$ cat config.mk
export PLATFORM = sky130hd
export DESIGN_NAME = mult_share_arbiter
export DESIGN_NICKNAME = d
export VERILOG_FILES = /design/src/rtl/mult_share_arbiter.sv
export SDC_FILE = /design/constraint.sdc
export NUM_CORES = 1
export LEC_CHECK = 0
export CAP_MARGIN = 20
export CORE_ASPECT_RATIO = 0.75
export CORE_UTILIZATION = 25
export DETAILED_ROUTE_END_ITERATION = 8
export PLACE_DENSITY = 0.54
export SETUP_SLACK_MARGIN = 0.15
export SYNTH_ARGS = -nofsm -noshare
export SYNTH_HDL_FRONTEND = slang
export SYNTH_SLANG_ARGS = --single-unit
$ cat constraint.sdc
create_clock -name clk -period 6.85 [get_ports clk]
set_input_delay 0.685 -clock clk [delete_from_list [all_inputs] [get_ports clk]]
set_output_delay 0.685 -clock clk [all_outputs]
set_load 0.02 [all_outputs]
$ cat src/rtl/mult_share_arbiter.sv
`default_nettype none
// ============================================================================
// Module   : mult_share_arbiter (with internal wallace_tree_multiplier)
// Purpose  : Shares one combinational Wallace-tree multiplier among NUM_REQ
//            requesters. Round-robin grant into an operand stage (S1), whose
//            registers feed the multiplier; the product is captured in S2 and
//            returned on a single response bus tagged with the requester ID.
//            Sustains one multiply per cycle.
// Ports    : clk          rising-edge clock
//            reset        asynchronous active-high reset
//            req_valid    per-requester operand valid
//            req_ready    per-requester grant (one-hot or zero, combinational)
//            req_in1/2    packed operands, slice i = [i*W +: W]
//            rsp_valid    product valid
//            rsp_ready    consumer accepts product
//            rsp_id       requester that issued the product
//            rsp_product  full-width unsigned product
//            busy         S1 or S2 occupied
// Revision : 1.0  initial release
// ============================================================================

// Unsigned multiplier: partial products reduced by levels of 3:2 carry-save
// compressors until two rows remain, then one carry-propagate add.
module wallace_tree_multiplier #(
    parameter int A_W = 16,
    parameter int B_W = 16
) (
    input  logic [A_W-1:0]     a,
    input  logic [B_W-1:0]     b,
    output logic [A_W+B_W-1:0] product
);
    localparam int P_W = A_W + B_W;

    // Row count after a given number of reduction levels.
    function automatic int rows_after(input int levels);
        int r;
        r = B_W;
        for (int k = 0; k < levels; k++) begin
            if (r > 2) r = 2 * (r / 3) + (r % 3);
        end
        return r;
    endfunction

    function automatic int num_levels();
        int r;
        int n;
        r = B_W;
        n = 0;
        for (int k = 0; k < B_W; k++) begin
            if (r > 2) begin
                r = 2 * (r / 3) + (r % 3);
                n++;
            end
        end
        return n;
    endfunction

    localparam int LEVELS = num_levels();
    // One spare row so the final adder always has two operands, even for B_W=1.
    localparam int ROWS   = B_W + 1;

    logic [P_W-1:0] tree [LEVELS+1][ROWS];

    for (genvar r = 0; r < ROWS; r++) begin : g_pp
        if (r < B_W) begin : g_pp_row
            assign tree[0][r] = b[r] ? (P_W'(a) << r) : '0;
        end else begin : g_pp_zero
            assign tree[0][r] = '0;
        end
    end

    for (genvar l = 0; l < LEVELS; l++) begin : g_lvl
        localparam int R_IN   = rows_after(l);
        localparam int GROUPS = R_IN / 3;
        localparam int R_OUT  = rows_after(l + 1);
        for (genvar r = 0; r < ROWS; r++) begin : g_row
            if (r < 2 * GROUPS) begin : g_csa
                localparam int G = r / 2;
                if (r % 2 == 0) begin : g_sum
                    assign tree[l+1][r] = tree[l][3*G] ^ tree[l][3*G+1] ^ tree[l][3*G+2];
                end else begin : g_carry
                    // Carry out of the top bit cannot matter: the exact product fits P_W.
                    assign tree[l+1][r] = ((tree[l][3*G]   & tree[l][3*G+1]) |
                                           (tree[l][3*G]   & tree[l][3*G+2]) |
                                           (tree[l][3*G+1] & tree[l][3*G+2])) << 1;
                end
            end else if (r < R_OUT) begin : g_pass
                // Rows left over from an incomplete group of three move down unchanged.
                assign tree[l+1][r] = tree[l][r + GROUPS];
            end else begin : g_zero
                assign tree[l+1][r] = '0;
            end
        end
    end

    assign product = tree[LEVELS][0] + tree[LEVELS][1];
endmodule

module mult_share_arbiter #(
    parameter int NUM_REQ = 4,
    parameter int IN1_W   = 16,
    parameter int IN2_W   = 16,
    parameter int ID_W    = 2
) (
    input  logic                     clk,
    input  logic                     reset,
    input  logic [NUM_REQ-1:0]       req_valid,
    output logic [NUM_REQ-1:0]       req_ready,
    input  logic [NUM_REQ*IN1_W-1:0] req_in1,
    input  logic [NUM_REQ*IN2_W-1:0] req_in2,
    output logic                     rsp_valid,
    input  logic                     rsp_ready,
    output logic [ID_W-1:0]          rsp_id,
    output logic [IN1_W+IN2_W-1:0]   rsp_product,
    output logic                     busy
);
    localparam int PROD_W = IN1_W + IN2_W;

    logic                op_valid;
    logic [IN1_W-1:0]    op_a;
    logic [IN2_W-1:0]    op_b;
    logic [ID_W-1:0]     op_id;
    logic [ID_W-1:0]     rr_ptr;

    logic                s2_adv;
    logic                s1_free;
    logic                grant_found;
    logic [ID_W-1:0]     grant_idx;
    logic [ID_W:0]       cand;
    logic                xfer;
    logic [ID_W-1:0]     next_ptr;
    logic [PROD_W-1:0]   mult_out;

    logic [IN1_W-1:0]    in1_arr [NUM_REQ];
    logic [IN2_W-1:0]    in2_arr [NUM_REQ];

    for (genvar g = 0; g < NUM_REQ; g++) begin : g_unpack
        assign in1_arr[g] = req_in1[g*IN1_W +: IN1_W];
        assign in2_arr[g] = req_in2[g*IN2_W +: IN2_W];
    end

    assign s2_adv  = !rsp_valid || rsp_ready;
    assign s1_free = !op_valid || s2_adv;

    // Rotating-priority search: walk from the far end toward rr_ptr so the
    // last hit written is the first valid requester at or above rr_ptr.
    always_comb begin
        grant_found = 1'b0;
        grant_idx   = '0;
        cand        = '0;
        for (int k = NUM_REQ - 1; k >= 0; k--) begin
            cand = {1'b0, rr_ptr} + (ID_W+1)'(k);
            if (cand >= (ID_W+1)'(NUM_REQ)) cand = cand - (ID_W+1)'(NUM_REQ);
            if (req_valid[cand[ID_W-1:0]]) begin
                grant_found = 1'b1;
                grant_idx   = cand[ID_W-1:0];
            end
        end
    end

    // Reset gates the grant directly so no requester sees a handshake while
    // the pipeline is being cleared.
    assign xfer = grant_found && s1_free && !reset;

    always_comb begin
        req_ready = '0;
        if (xfer) req_ready[grant_idx] = 1'b1;
    end

    assign next_ptr = (grant_idx == ID_W'(NUM_REQ - 1)) ? '0 : grant_idx + ID_W'(1);

    wallace_tree_multiplier #(
        .A_W (IN1_W),
        .B_W (IN2_W)
    ) u_mult (
        .a       (op_a),
        .b       (op_b),
        .product (mult_out)
    );

    always_ff @(posedge clk or posedge reset) begin
        if (reset) begin
            op_valid    <= 1'b0;
            op_a        <= '0;
            op_b        <= '0;
            op_id       <= '0;
            rr_ptr      <= '0;
            rsp_valid   <= 1'b0;
            rsp_id      <= '0;
            rsp_product <= '0;
        end else begin
            // S1 may refill on the same edge it drains into S2.
            if (s1_free) begin
                op_valid <= xfer;
                if (xfer) begin
                    op_a   <= in1_arr[grant_idx];
                    op_b   <= in2_arr[grant_idx];
                    op_id  <= grant_idx;
                    rr_ptr <= next_ptr;
                end
            end
            if (s2_adv) begin
                rsp_valid <= op_valid;
                if (op_valid) begin
                    rsp_product <= mult_out;
                    rsp_id      <= op_id;
                end
            end
        end
    end

    assign busy = op_valid || rsp_valid;
endmodule
`default_nettype wire
==> reports/metrics.cfg, run 1 <==
[cts]
clkLatencyLatePin_ns=0.38
clock_path_buffers=2
numCtsBuffers=9
cts_resized=0
clockRootBuffer=clkbuf_16
htreeDepth=3
clk_pin_slew_ns=0.07
cts.sinks=72
cts_tree=yes
post_cts_buffers=0
cts_hold_buffers=0

[sta]
slew_violations=0
worstMarginPinSlew_ns=1.085
fin_hold_ws_ns=0.4685
setup_tns_ns=0
hold_viol=0
period_share=0.8877
max-slew-margin-rel=0.2769
finalCriticalPeriod_ns=6.081
clock_skew_ns=0.01327
clock.fmax_mhz=164.5
rsz0062_at_grt=false
setup_viol=0

[synthesis]
yosysTopAreaCell=fa_1
ys.flop_type=dfrtp_1
syn-cell-area_mm2=0.01183
synth_most_common_cell=nand2_1
yosysSeqAreaShare=0.1523
synth_nets=1687
yosys.area_share.simple=0.1802
synth_seq_cells=72
synth_compound_area_frac=0.08653
synth_top_family_by_area=adder cells
yosys.area.top_type_share=0.3402
muxShareOfSynthArea=0.05586
syn-instance-count=1270
synth_adder_area_share=0.4259
yosysUniqueCellTypes=58
synth_xor_area_frac=0.009627
avgSynthCellArea_um2=9.313
synth_common_cells=nand2_1 (212), fa_1 (201), inv_1 (195), and2_1 (153), ha_1 (81)
async_flop_share=1.000
synth_edf_count=0
synthTopCellsByArea=fa_1 (34%), dfrtp_1 (15%), ha_1 (8.6%)
yosys_warnings=0

[cells_and_area]
final_nets=1818
fin_util=0.3117
drive_gt1_frac=0.02916
fillers=4862
fin_area_mm2=0.01445
final-seq-area_mm2=0.001802
num_antenna_cells=0
multi_input_area_mm2=0.008969
syn_to_final_growth_pct=22.19

[setup_path]
rrSetupSlack_ns=0.77
crit_path_end_kind=register
cp_cell_sequence=and2_1 -> fa_1 -> inv_1 -> fa_1 -> inv_1 -> fa_1 -> fa_1 -> ha_1 -> ha_1 -> ha_1 -> fa_1 -> a211o_1 -> a211oi_2 -> o31a_1 -> o31a_1 -> nor4_2 -> a211o_1
r2r_start=op_b[5]
reg2regPathDepth=17
critical_path_required_ns=7.11
max_stage_delay_ns=0.64
path_class=register to register
cpMostUsedCell=fa_1
cpMaxStageDelayCell=dfrtp_1
r2r-end=rsp_product[29]
crit_fanout=17
arrival_ns=6.35
startpoint_type=register

[floorplan]
initial_utilization=0.2551
rows=68
die_area_mm2=0.04819
core-area_mm2=0.04637
ioPinCount=175
die_y_um=190.4
die_w_um=253.2

[worst_hold_path]
whs_path_depth=2
hold_path.class=register to register
min_to=rsp_product[0]
min_from=rsp_product[0]

[global_routing]
grtUsageTotal=0.1385
use_met1=0.1880
grt_pass1_wl_um=51670
busiest_layer=met2
first_global_vias=9544
grtUsageMet2=0.2288
antenna_found_initial=1
grt_max_degree=73
use_met3=0.02730
overflow=0

[place]
routabilityCongestion=0.8691
dp_hpwl_um=26110
io_buffers=174
dpl_cell_area_mm2=0.01413

[run_status]
outcome=finished, final reports clean

[drt]
drtAntennaViolNets=0
detail_route.wl_per_cell_um=15.79
drt_pre_antenna_iters=8
drc_errors=0
via_per_inst=4.528
drt_wl_total_um=32150
vias=9220
drtIter0Drc=468

[flow_run]
cap_violations=0

## cell families after synthesis
| group | Yosys count |
|---|---|
| AO/OA/AOI/OAI | 143 |
| XOR/XNOR | 13 |
| adder cells (fa/ha/maj) | 282 |
| buffers and inverters | 263 |
| flip-flops | 72 |
| multiplexers | 66 |
| AND/OR/NAND/NOR | 431 |
## registers in the layout (all words and copies together) (netlist names)
signal,count
rr_ptr,2
rsp_valid,1
op_a,16
op_valid,1
op_id,2
rsp_id,2
op_b,16
rsp_product,32
## layout make-up
cell class / count / area share
Tap cell: 630 / 0.05454
Clock buffer: 9 / 0.01558
Timing Repair Buffer: 187 / 0.1281
Multi-Input combinational cell: 935 / 0.6206
Clock inverter: 7 / 0.005454
Sequential cell: 72 / 0.1247
Inverter: 196 / 0.05108
## layout by cell type (no fill, tap or decap), types with 12 or more instances in the layout
| cell type | instances |
|---|---|
| nand2_1 | 211 |
| o221ai_1 | 32 |
| a21oi_1 | 22 |
| o21ai_0 | 17 |
| dfrtp_1 | 72 |
| inv_1 | 194 |
| clkdlybuf4s50_1 | 174 |
| buf_4 | 12 |
| mux2i_1 | 66 |
| fa_1 | 201 |
| and2_1 | 153 |
| o211ai_1 | 12 |
| ha_1 | 81 |
| nor2_1 | 16 |
## metrics by stage
step	setup slack, ns	cells
after floorplan	1.227	1270
after global placement	0.8906	2019
after detailed placement	0.8137	2019
after CTS	0.7853	2035
after global routing	0.5009	2036
final	0.7693	2036
## layer usage
layer / wire length (µm) / share of wire
met2: 15640 / 0.49
met4: 314 / 0.0098
met5: 0 / 0
met3: 1668 / 0.052
met1: 14530 / 0.45
## worst max-delay path: cells and delay by family (launching register included)
kind            cells  cell delay, ns
compound gates      5            1.61
fa+ha+maj           8            3.25
buf+inv             2            0.10
flops               1            0.64
simple gates        2            0.36
## how the worst max path moves through the flow
stage | from | to | slack [ns] | depth (start not counted)
after global routing | op_a[9] | rsp_product[28] | 0.50 | 18
after global placement | op_a[2] | rsp_product[26] | 0.89 | 18
after detailed placement | op_a[2] | rsp_product[26] | 0.81 | 18
after CTS | op_a[2] | rsp_product[26] | 0.79 | 18
final | op_b[5] | rsp_product[29] | 0.77 | 17
after floorplan | op_b[14] | rsp_product[26] | 1.23 | 21
Power of run 1 is not shown: default switching activity piles up to over one toggle a cycle in this logic, so the estimate is an artifact.
==> run 2: changes to the inputs <==
--- a/config.mk
+++ b/config.mk
@@ -5,7 +5,8 @@
 export SDC_FILE = /design/constraint.sdc
 export NUM_CORES = 1
 export LEC_CHECK = 0
-export CAP_MARGIN = 20
+export ABC_AREA = 0
+export CAP_MARGIN = 10
 export CORE_ASPECT_RATIO = 0.75
 export CORE_UTILIZATION = 25
 export DETAILED_ROUTE_END_ITERATION = 8
==> run 2 against run 1 <==
Effect of this change:
- global-route usage unchanged
- critical path depth unchanged
- die area unchanged
- worst hold slack about the same
- design area down 0.14%
- critical path type unchanged
==> reports/metrics.cfg, run 2 (synthesis results as in run 1) <==
[flow_run]
cap_violations=0  ; unchanged

[drt]
drt_pre_antenna_iters=5  ; was 8
drt_wl_total_um=32180  ; was 32,150 µm
detail_route.wl_per_cell_um=15.81  ; was 15.79 µm
drtIter0Drc=494  ; was 468
vias=9184  ; was 9,220
drtAntennaViolNets=0  ; unchanged
via_per_inst=4.513  ; was 4.528
drc_errors=0  ; unchanged

[cells_and_area]
num_antenna_cells=0  ; unchanged
layout.cells.non_filler=2035  ; was 2,036
largestRegisters=rsp_product x32, op_a x16, op_b x16  ; unchanged
top_register=rsp_product  ; unchanged
mostFrequentLayoutCells=nand2_1 (211), fa_1 (201), inv_1 (194)  ; unchanged
fillers=4864  ; was 4,862
final_nets=1817  ; was 1,818
fin_area_mm2=0.01443  ; was 0.01445 mm²
syn_to_final_growth_pct=22.02  ; was 22.19%
largest_register_ffs=32  ; unchanged
drive_gt1_frac=0.02847  ; was 0.02916
layout_commonest_cell=nand2_1  ; unchanged

[run_status]
outcome=finished, final reports clean  ; unchanged

[floorplan]
initial_utilization=0.2551  ; unchanged
die_area_mm2=0.04819  ; unchanged
die_y_um=190.4  ; unchanged
rows=68  ; unchanged
die_w_um=253.2  ; unchanged
ioPinCount=175  ; unchanged
core-area_mm2=0.04637  ; unchanged

[sta]
period_share=0.8883  ; was 0.8877
slew_violations=0  ; unchanged
hold_viol=0  ; unchanged
clock.fmax_mhz=164.3  ; was 164.5 MHz
setup_tns_ns=0  ; unchanged
max-slew-margin-rel=0.2887  ; was 0.2769
clock_skew_ns=0.01327  ; about the same
rsz0062_at_grt=false  ; unchanged
finalCriticalPeriod_ns=6.085  ; was 6.081 ns
worstMarginPinSlew_ns=1.067  ; was 1.085 ns
postLayoutSetupSlackWorst_ns=0.7651  ; was 0.7693 ns
setup_viol=0  ; unchanged

[setup_path]
cp_cell_sequence=and2_1 -> fa_1 -> inv_1 -> fa_1 -> inv_1 -> fa_1 -> fa_1 -> ha_1 -> ha_1 -> ha_1 -> fa_1 -> a211o_1 -> a211oi_2 -> o31a_1 -> o31a_1 -> nor4_2 -> a211o_1  ; unchanged
cpMostUsedCell=fa_1  ; unchanged
max_stage_delay_ns=0.63  ; was 0.64 ns
r2r-end=rsp_product[29]  ; unchanged
cpMaxStageDelayCell=dfrtp_1  ; unchanged
path_class=register to register  ; unchanged
arrival_ns=6.35  ; about the same
cp_num_buf_inv=2  ; unchanged
rrSetupSlack_ns=0.77  ; about the same
critical_path_required_ns=7.12  ; was 7.11 ns
startpoint_type=register  ; unchanged
r2r_start=op_b[5]  ; unchanged
crit_fanout=17  ; unchanged
crit_start=op_b[5]  ; unchanged
cpLargestDelayFamily=adder cells  ; unchanged
crit_path_end_kind=register  ; unchanged
reg2regPathDepth=17  ; unchanged

[global_routing]
grt_pass1_wl_um=51670  ; unchanged
first_global_vias=9544  ; unchanged
grt_max_degree=73  ; unchanged
grtUsageTotal=0.1385  ; unchanged
overflow=0  ; unchanged
antenna_found_initial=1  ; unchanged

[cts]
htreeDepth=3  ; unchanged
clk_pin_slew_ns=0.07  ; about the same
clockRootBuffer=clkbuf_16  ; unchanged
cts_tree=yes  ; unchanged
cts_hold_buffers=0  ; unchanged
clock_path_buffers=2  ; unchanged
cts_resized=0  ; unchanged
cts.sinks=72  ; unchanged
clkLatencyLatePin_ns=0.38  ; about the same
post_cts_buffers=0  ; unchanged
numCtsBuffers=9  ; unchanged

[worst_hold_path]
min_from=rsp_product[0]  ; unchanged
hold_path.class=register to register  ; unchanged
min_to=rsp_product[0]  ; unchanged
whs_path_depth=2  ; unchanged

[place]
dpl_worst_slack_ns=0.8137  ; unchanged
dp.cells=2019  ; unchanged
io_buffers=174  ; unchanged
dpl_cell_area_mm2=0.01413  ; unchanged
routabilityCongestion=0.8691  ; unchanged
dp_hpwl_um=26110  ; unchanged

==> run 2: changes by cell type in the layout (fill, tap and decap cells not counted) <==
cell,before,now
buf_12,1,0
==> run 2: metal layers <==
layer | track usage | share of wire
met1 | 0.1880 | 0.45
met2 | 0.2288 | 0.49
met5 | 0 | 0
met4 | 0.02657 | 0.0096
met3 | 0.02730 | 0.048
==> run 2: how the worst max path moves through the flow <==
stage	to	slack, ns	cells past startpoint
after CTS	rsp_product[26]	0.79	18
after global placement	rsp_product[26]	0.89	18
after floorplan	rsp_product[26]	1.23	21
after detailed placement	rsp_product[26]	0.81	18
after global routing	rsp_product[28]	0.50	18
final	rsp_product[29]	0.77	17
==> run 2: per-stage QoR <==
stage | util | hold WS [ns]
global route | 0.3113 | 0.5033
global placement | 0.3047 | 0.4615
detailed placement | 0.3047 | 0.4594
CTS | 0.3113 | 0.4737
floorplan | - | 0.4386
finish | 0.3113 | 0.4685
==> run 2: area by class of cell <==
class | instances | area (µm²) | area share
clock inverters | 7 | 78.83 | 0.005462
well taps | 630 | 788.3 | 0.05462
inverters | 196 | 738.2 | 0.05115
multi-input cells | 935 | 8969 | 0.6214
repair buffers | 186 | 1832 | 0.1269
clock buffers | 9 | 225.2 | 0.01560
flip-flops and latches | 72 | 1802 | 0.1248
==> run 2: worst min-delay path, delay by kind of cell (launching register included) <==
kind,cells,cell delay [ns]
and+or+nand+nor,2,0.10
DFF,1,0.34
Power of run 2 is left out for the same reason.
